**config.mk**
```make
export PLATFORM = sky130hd
export DESIGN_NAME = sweep_controller
export DESIGN_NICKNAME = d
export VERILOG_FILES = /design/src/rtl/sweep_pkg.sv /design/src/rtl/updown_counter8.sv /design/src/rtl/sweep_controller.sv
export SDC_FILE = /design/constraint.sdc
export NUM_CORES = 1
export LEC_CHECK = 0
export CORE_ASPECT_RATIO = 1.1
export CORE_MARGIN = 2
export CORE_UTILIZATION = 59
export DETAILED_ROUTE_END_ITERATION = 10
export GPL_TIMING_DRIVEN = 1
export MAX_ROUTING_LAYER = met4
export PLACE_DENSITY = 0.82
export REMOVE_ABC_BUFFERS = 1
export SYNTH_ARGS = -nofsm -noshare
export SYNTH_HDL_FRONTEND = slang
export SYNTH_HIERARCHICAL = 1
export SYNTH_SLANG_ARGS = --single-unit
```
**constraint.sdc**
```tcl
create_clock -name clk -period 5.35 [get_ports clk]
set_input_delay 1.3375 -clock clk [delete_from_list [all_inputs] [get_ports clk]]
set_output_delay 1.3375 -clock clk [all_outputs]
set_load 0.03 [all_outputs]
```
**src/rtl/sweep_pkg.sv**
```systemverilog
// Shared types and default widths for the triangular sweep sequencer.
package sweep_pkg;
    localparam int SWEEP_WIDTH   = 8;
    localparam int SWEEP_DWELL_W = 4;
    localparam int SWEEP_REP_W   = 4;

    typedef enum logic [2:0] {
        S_IDLE,
        S_SEEK,
        S_UP,
        S_DWELL_HI,
        S_DOWN,
        S_DWELL_LO,
        S_DONE
    } sweep_state_t;
endpackage

```
**src/rtl/updown_counter8.sv**
```systemverilog
// Up/down counter with synchronous clear; wraps modulo 2^WIDTH.
// Count updates one cycle after enable; clear overrides enable.
module updown_counter8 #(
    parameter int WIDTH = 8
) (
    input  logic             clk,
    input  logic             rst,
    input  logic             clr,
    input  logic             enable,
    input  logic             direction,
    output logic [WIDTH-1:0] count_out
);
    always_ff @(posedge clk) begin
        if (rst || clr)
            count_out <= '0;
        else if (enable)
            count_out <= direction ? count_out + WIDTH'(1) : count_out - WIDTH'(1);
    end
endmodule

```
**src/rtl/sweep_controller.sv**
```systemverilog
// Runs triangular lo->hi->lo sweeps on an owned up/down counter with dwell and repeats.
// Counter enable is combinational from state/value; abort freezes the count in the same cycle.
module sweep_controller
    import sweep_pkg::*;
#(
    parameter int WIDTH   = SWEEP_WIDTH,
    parameter int DWELL_W = SWEEP_DWELL_W,
    parameter int REP_W   = SWEEP_REP_W
) (
    input  logic               clk,
    input  logic               rst,
    input  logic               start,
    input  logic               abort,
    input  logic [WIDTH-1:0]   lo,
    input  logic [WIDTH-1:0]   hi,
    input  logic [DWELL_W-1:0] dwell,
    input  logic [REP_W-1:0]   reps,
    output logic [WIDTH-1:0]   value,
    output logic               cnt_en,
    output logic               cnt_dir,
    output logic               busy,
    output logic               done,
    output logic               aborted,
    output logic               err
);
    sweep_state_t       state;
    logic [WIDTH-1:0]   lo_q, hi_q;
    logic [DWELL_W-1:0] dwell_q, dcnt;
    logic [REP_W-1:0]   reps_q, rem;
    logic               clr, at_lo, at_hi, last_sweep;

    assign at_lo      = (value == lo_q);
    assign at_hi      = (value == hi_q);
    assign last_sweep = (reps_q != '0) && (rem == REP_W'(1));

    always_comb begin
        clr     = (state == S_IDLE) && start && (lo < hi);
        cnt_en  = 1'b0;
        cnt_dir = 1'b0;
        case (state)
            S_SEEK: begin cnt_en = !at_lo; cnt_dir = 1'b1; end
            S_UP:   begin cnt_en = !at_hi; cnt_dir = 1'b1; end
            S_DOWN: begin cnt_en = !at_lo; cnt_dir = 1'b0; end
            default: ;
        endcase
        if (abort)
            cnt_en = 1'b0;
    end

    updown_counter8 #(.WIDTH(WIDTH)) u_cnt (
        .clk       (clk),
        .rst       (rst),
        .clr       (clr),
        .enable    (cnt_en),
        .direction (cnt_dir),
        .count_out (value)
    );

    always_ff @(posedge clk) begin
        if (rst) begin
            state   <= S_IDLE;
            busy    <= 1'b0;
            done    <= 1'b0;
            aborted <= 1'b0;
            err     <= 1'b0;
            lo_q    <= '0;
            hi_q    <= '0;
            dwell_q <= '0;
            reps_q  <= '0;
            dcnt    <= '0;
            rem     <= '0;
        end else begin
            done <= 1'b0;
            case (state)
                S_IDLE: begin
                    if (start) begin
                        lo_q    <= lo;
                        hi_q    <= hi;
                        dwell_q <= dwell;
                        reps_q  <= reps;
                        rem     <= reps;
                        busy    <= 1'b1;
                        if (lo >= hi) begin
                            state <= S_DONE;
                            done  <= 1'b1;
                            err   <= 1'b1;
                        end else begin
                            state <= S_SEEK;
                        end
                    end
                end
                S_DONE: begin
                    state   <= S_IDLE;
                    busy    <= 1'b0;
                    aborted <= 1'b0;
                    err     <= 1'b0;
                end
                default: begin
                    if (abort) begin
                        state   <= S_DONE;
                        done    <= 1'b1;
                        aborted <= 1'b1;
                    end else begin
                        case (state)
                            S_SEEK: if (at_lo) state <= S_UP;
                            S_UP: if (at_hi) begin
                                if (dwell_q == '0) begin
                                    state <= S_DOWN;
                                end else begin
                                    state <= S_DWELL_HI;
                                    dcnt  <= dwell_q - DWELL_W'(1);
                                end
                            end
                            S_DWELL_HI: begin
                                if (dcnt == '0) state <= S_DOWN;
                                else            dcnt  <= dcnt - DWELL_W'(1);
                            end
                            S_DOWN: if (at_lo) begin
                                if (dwell_q != '0) begin
                                    state <= S_DWELL_LO;
                                    dcnt  <= dwell_q - DWELL_W'(1);
                                end else if (last_sweep) begin
                                    state <= S_DONE;
                                    done  <= 1'b1;
                                end else begin
                                    state <= S_UP;
                                    if (reps_q != '0) rem <= rem - REP_W'(1);
                                end
                            end
                            S_DWELL_LO: begin
                                if (dcnt != '0) begin
                                    dcnt <= dcnt - DWELL_W'(1);
                                end else if (last_sweep) begin
                                    state <= S_DONE;
                                    done  <= 1'b1;
                                end else begin
                                    state <= S_UP;
                                    if (reps_q != '0) rem <= rem - REP_W'(1);
                                end
                            end
                            default: state <= S_IDLE;
                        endcase
                    end
                end
            endcase
        end
    end
endmodule

```
==> Word-level counts from Yosys, hierarchy flattened <==
Cells that the tools add are included.
{ "totals": {"register_bits": 47, "out_inout_bits": 14, "word_cells": 124, "inputBits": 28} }
{ "op_classes": {"n_eq_ne": 26, "muxes": 49, "add_sub_neg": 5, "n_lt_le_gt_ge": 2, "n_bitwise": 4, "reduce_logical": 26} }
{ "ops": {"columns": ["cell", "count"], "rows": [
  ["$mux 4", 13],
  ["$mux 3", 11],
  ["$ne 5x5->1 const B", 4],
  ["$eq 8x8->1", 2],
  ["$pmux 4 s2", 2],
  ["$pmux 4 s4", 1],
  ["$reduce_bool 4->1", 4],
  ["$pmux 3 s5", 1],
  ["$ne 2x2->1 const B", 7],
  ["$mux 1", 13],
  ["$pmux 1 s2", 6],
  ["$sub 4x1->4 const B", 3],
  ["$eq 3x3->1 const B", 3],
  ["$ne 3x3->1 const B", 3],
  ["$reduce_and 9->1", 1],
  ["$add 8x1->8 const B", 1],
  ["$ge 8x8->1", 1],
  ["$logic_not 4->1", 2],
  ["$lt 8x8->1", 1],
  ["$mux 8", 1],
  ["$sub 8x1->8 const B", 1],
  ["$reduce_and 7->1", 1],
  ["$eq 3x2->1 const B", 2],
  ["$pmux 3 s2", 1],
  ["other kinds (15)", 27]
]} }

==> Longest topological paths before layout <==
{ "logic_depth": {"ltp_word": 8, "ltp_mapped": 11, "ltp_nobuf": 10} }

==> Cells and area by module <==
Netlist, hierarchy kept.
{ "by_module_without_submodules": {"columns": ["module", "cells_each", "area_per_inst_um2", "seq_area_each_um2", "n_inst"], "rows": [
  ["sweep_controller", 309, 2424.8, 780.7, 1],
  ["updown_counter8", 69, 604.3, 160.2, 1]
]} }

==> Worst setup path after synthesis <==
Ideal clock, no wire load.
{ "synth_timing": {"kind": "in2out", "startpoint": "input abort", "endpoint": "output cnt_en", "arrival_time_ps": 2180, "n_path_buf": 1, "required_ps": 4013, "path_stages": 2, "slack_ps": 1833, "path_cell_list": "clkbuf_1 a21oi_1"} }
{ "synth_via": {"elab_chain_cells": 1} }
{ "synth_rtl": {"columns": ["item", "line_no", "text"], "rows": [
  ["start, declared", "sweep_controller.sv:13", "input logic abort,"],
  ["$mux 1", "sweep_controller.sv:46", "if (abort)"],
  ["end, declared", "sweep_controller.sv:19", "output logic cnt_en,"]
]} }
No other way between the ends.

==> Final worst setup path <==
Same ends and word-level chain as after synthesis.

==> flow_summary.ini <==
[power_and_ir_drop]
powerDensity_mw_per_mm2 = 613
vdd_drop_max_mv = 0.507
leakage_nw = 1.30

[clocking]
clockRootBuffer = clkbuf_8
post_cts_resized = 0
ctsLongestPathBuffers = 2
cts_sinks = 47
clkSlewWorstSetupHoldPaths_ns = 0.09
cts_tree = built
cts_buffers = 5
postCtsSetupRepairBufs = 0
ctsHtreeMaxLevel = 2
cts_hold_buf = 0
clk_latency_ns = 0.30

[worst_setup_path]
arrival_ns = 3.09
reg2reg_depth = 10
cp_max_fo = 12
path_class = in2out
end_kind = primary output
rrSetupSlack_ns = 2.10
cp-start-kind = input pin
timing.rr.start = state[0]
reg2reg_to = u_cnt/count_out[7]
cp.required_ns = 4.01

[logic_synthesis]
yosysSeqAreaShare = 0.311
synth_cells = 378
synthFlopType = dfxtp_1
async_flop_share = 0
synth_warnings = 6
synth_edf_count = 0
avgSynthCellArea_um2 = 8.01
syn-cell-area_mm2 = 0.00303
synth_cell_types = 65
synth_seq_cells = 47

[floorplanning]
die_w_um = 72.3
fp-row-count = 27
die-area_mm2 = 0.00572
ios = 42
start_util = 0.610
core-area_mm2 = 0.00497
die_h_um = 79.2

[worst_hold_path]
min_path_cells = 2
holdPathEnd = reps_q[1]
hold_path_class = reg2reg
hp-start = reps_q[1]

[final_layout]
final_cell_mix = nand2_1, a21oi_1, dfxtp_1, clkdlybuf4s50_1, nor2_1
drive_above_1_share = 0.0756
n_antenna_cell = 0
postLayoutCoreUtil = 0.709
nets = 456
layout_commonest_cell = nand2_1
area_growth_pct = 16.3

[drt]
wl_per_cell_um = 15.4
drt_first_pass_iters = 5
routed-via-count = 2828
antenna_left = 0
drt_iter0_drc = 345
detail_route.vias_per_cell = 6.04
routed_wl_mm = 7.19
drc = 0

[sta]
fmax_ghz = 0.226
setup_viol = 0
hold_viol_final = 0
rsz0062_at_grt = false
worstMarginPinSlew_ns = 0.939
drv_slew = 0
period_needed_ns = 4.43
fin_skew_ns = 0.0102
slew-limit-headroom = 0.374
hold_ws_ns = 0.471
fin_crit_sh = 0.828
fin_setup_tns_ns = 0

[status]
outcome = complete, no violations

[global_route]
antenna_found_initial = 0
overflow = 0
first_global_vias = 2615
grt_pass1_wl_mm = 11.8
grt_max_degree = 26
grt_usage = 0.262

[placement]
io_buffers = 41
gp_congestion = 0.942
dp.final_hpwl_mm = 5.48

[run]
drv_cap = 0
worst max-delay path by stage:
stage	from	end	slack (ns)	cells past startpoint
floorplan	abort	cnt_en	1.60	1
global placement	abort	cnt_en	0.96	3
detailed placement	abort	cnt_en	0.97	3
CTS	abort	cnt_en	0.95	3
global route	abort	cnt_en	0.84	3
finish	abort	cnt_en	0.92	3
Yosys cell counts (4+ instances only):
cell type	instances	area share
nor2_1	23	0.028
o21ai_1	9	0.015
nor3_1	12	0.020
mux2i_1	7	0.023
clkbuf_1	8	0.0099
a31oi_1	4	0.0083
ha_1	17	0.070
a21oi_1	47	0.078
dfxtp_1	47	0.31
xnor2_1	20	0.058
inv_1	18	0.022
nand2_1	66	0.082
nand4_1	8	0.017
nand3_1	7	0.012
o211ai_1	7	0.017
nor4_1	5	0.010
buf_4	4	0.0099
buf_2	5	0.0083
critical path, stage by stage:
cell and delay [ns]:
clkdlybuf4s50_1 0.64, a21oi_1 0.37, clkdlybuf4s50_1 0.74
stage by stage:
step | worst slack [ns] | instance area [um2] | total power [W] | std cells
finish | 0.921 | 3520 | 0.00216 | 468
CTS | 0.953 | 3520 | 0.00215 | 468
global route | 0.837 | 3520 | 0.00232 | 468
detailed placement | 0.971 | 3430 | 0.00193 | 461
global placement | 0.965 | 3430 | 0.00189 | 461
floorplan | 1.60 | 2930 | 0.00157 | 359
routing by layer:
| metal | wire length [um] | track usage |
|---|---|---|
| met5 | 0 | - |
| met2 | 3550 | 0.437 |
| met1 | 3090 | 0.320 |
| met4 | 145 | 0.0811 |
| met3 | 410 | 0.0508 |
layout make-up:
class	instances	area (um2)
clock buffer	6	82.6
clock inverter	1	5.00
fill	411	1440
inverter	19	71.3
multi-input combinational	293	1920
sequential	47	941
tap	58	72.6
timing repair buffer	44	433
sequential cells by signal, summed over array words and instances (netlist names), 3 cells and up:
register / count
lo_q: 8
reps_q: 4
state: 3
rem: 4
dwell_q: 4
hi_q: 8
dcnt: 4
u_cnt/count_out: 8
report_power, final:
group	leakage (nW)	internal, W	switching, W
registers	0.385	0.000453	0.000156
clock network	0.0470	0.000102	0.000117
logic	0.866	0.000547	0.000784
total	1.30	0.00110	0.00106
logic make-up (layout without fill, tap and decap cells):
family                   count (synthesis)  after routing  synth area share
AND/OR/NAND/NOR                        144            144             0.234
AO/OA/AOI/OAI                          101            101             0.228
flip-flops                              47             47             0.311
buffers and inverters                   38             70            0.0566
XOR/XNOR                                22             22            0.0661
adder cells (fa/ha/maj)                 18             18            0.0768
multiplexers                             8              8            0.0277
Power figures use the tool's default switching activity.
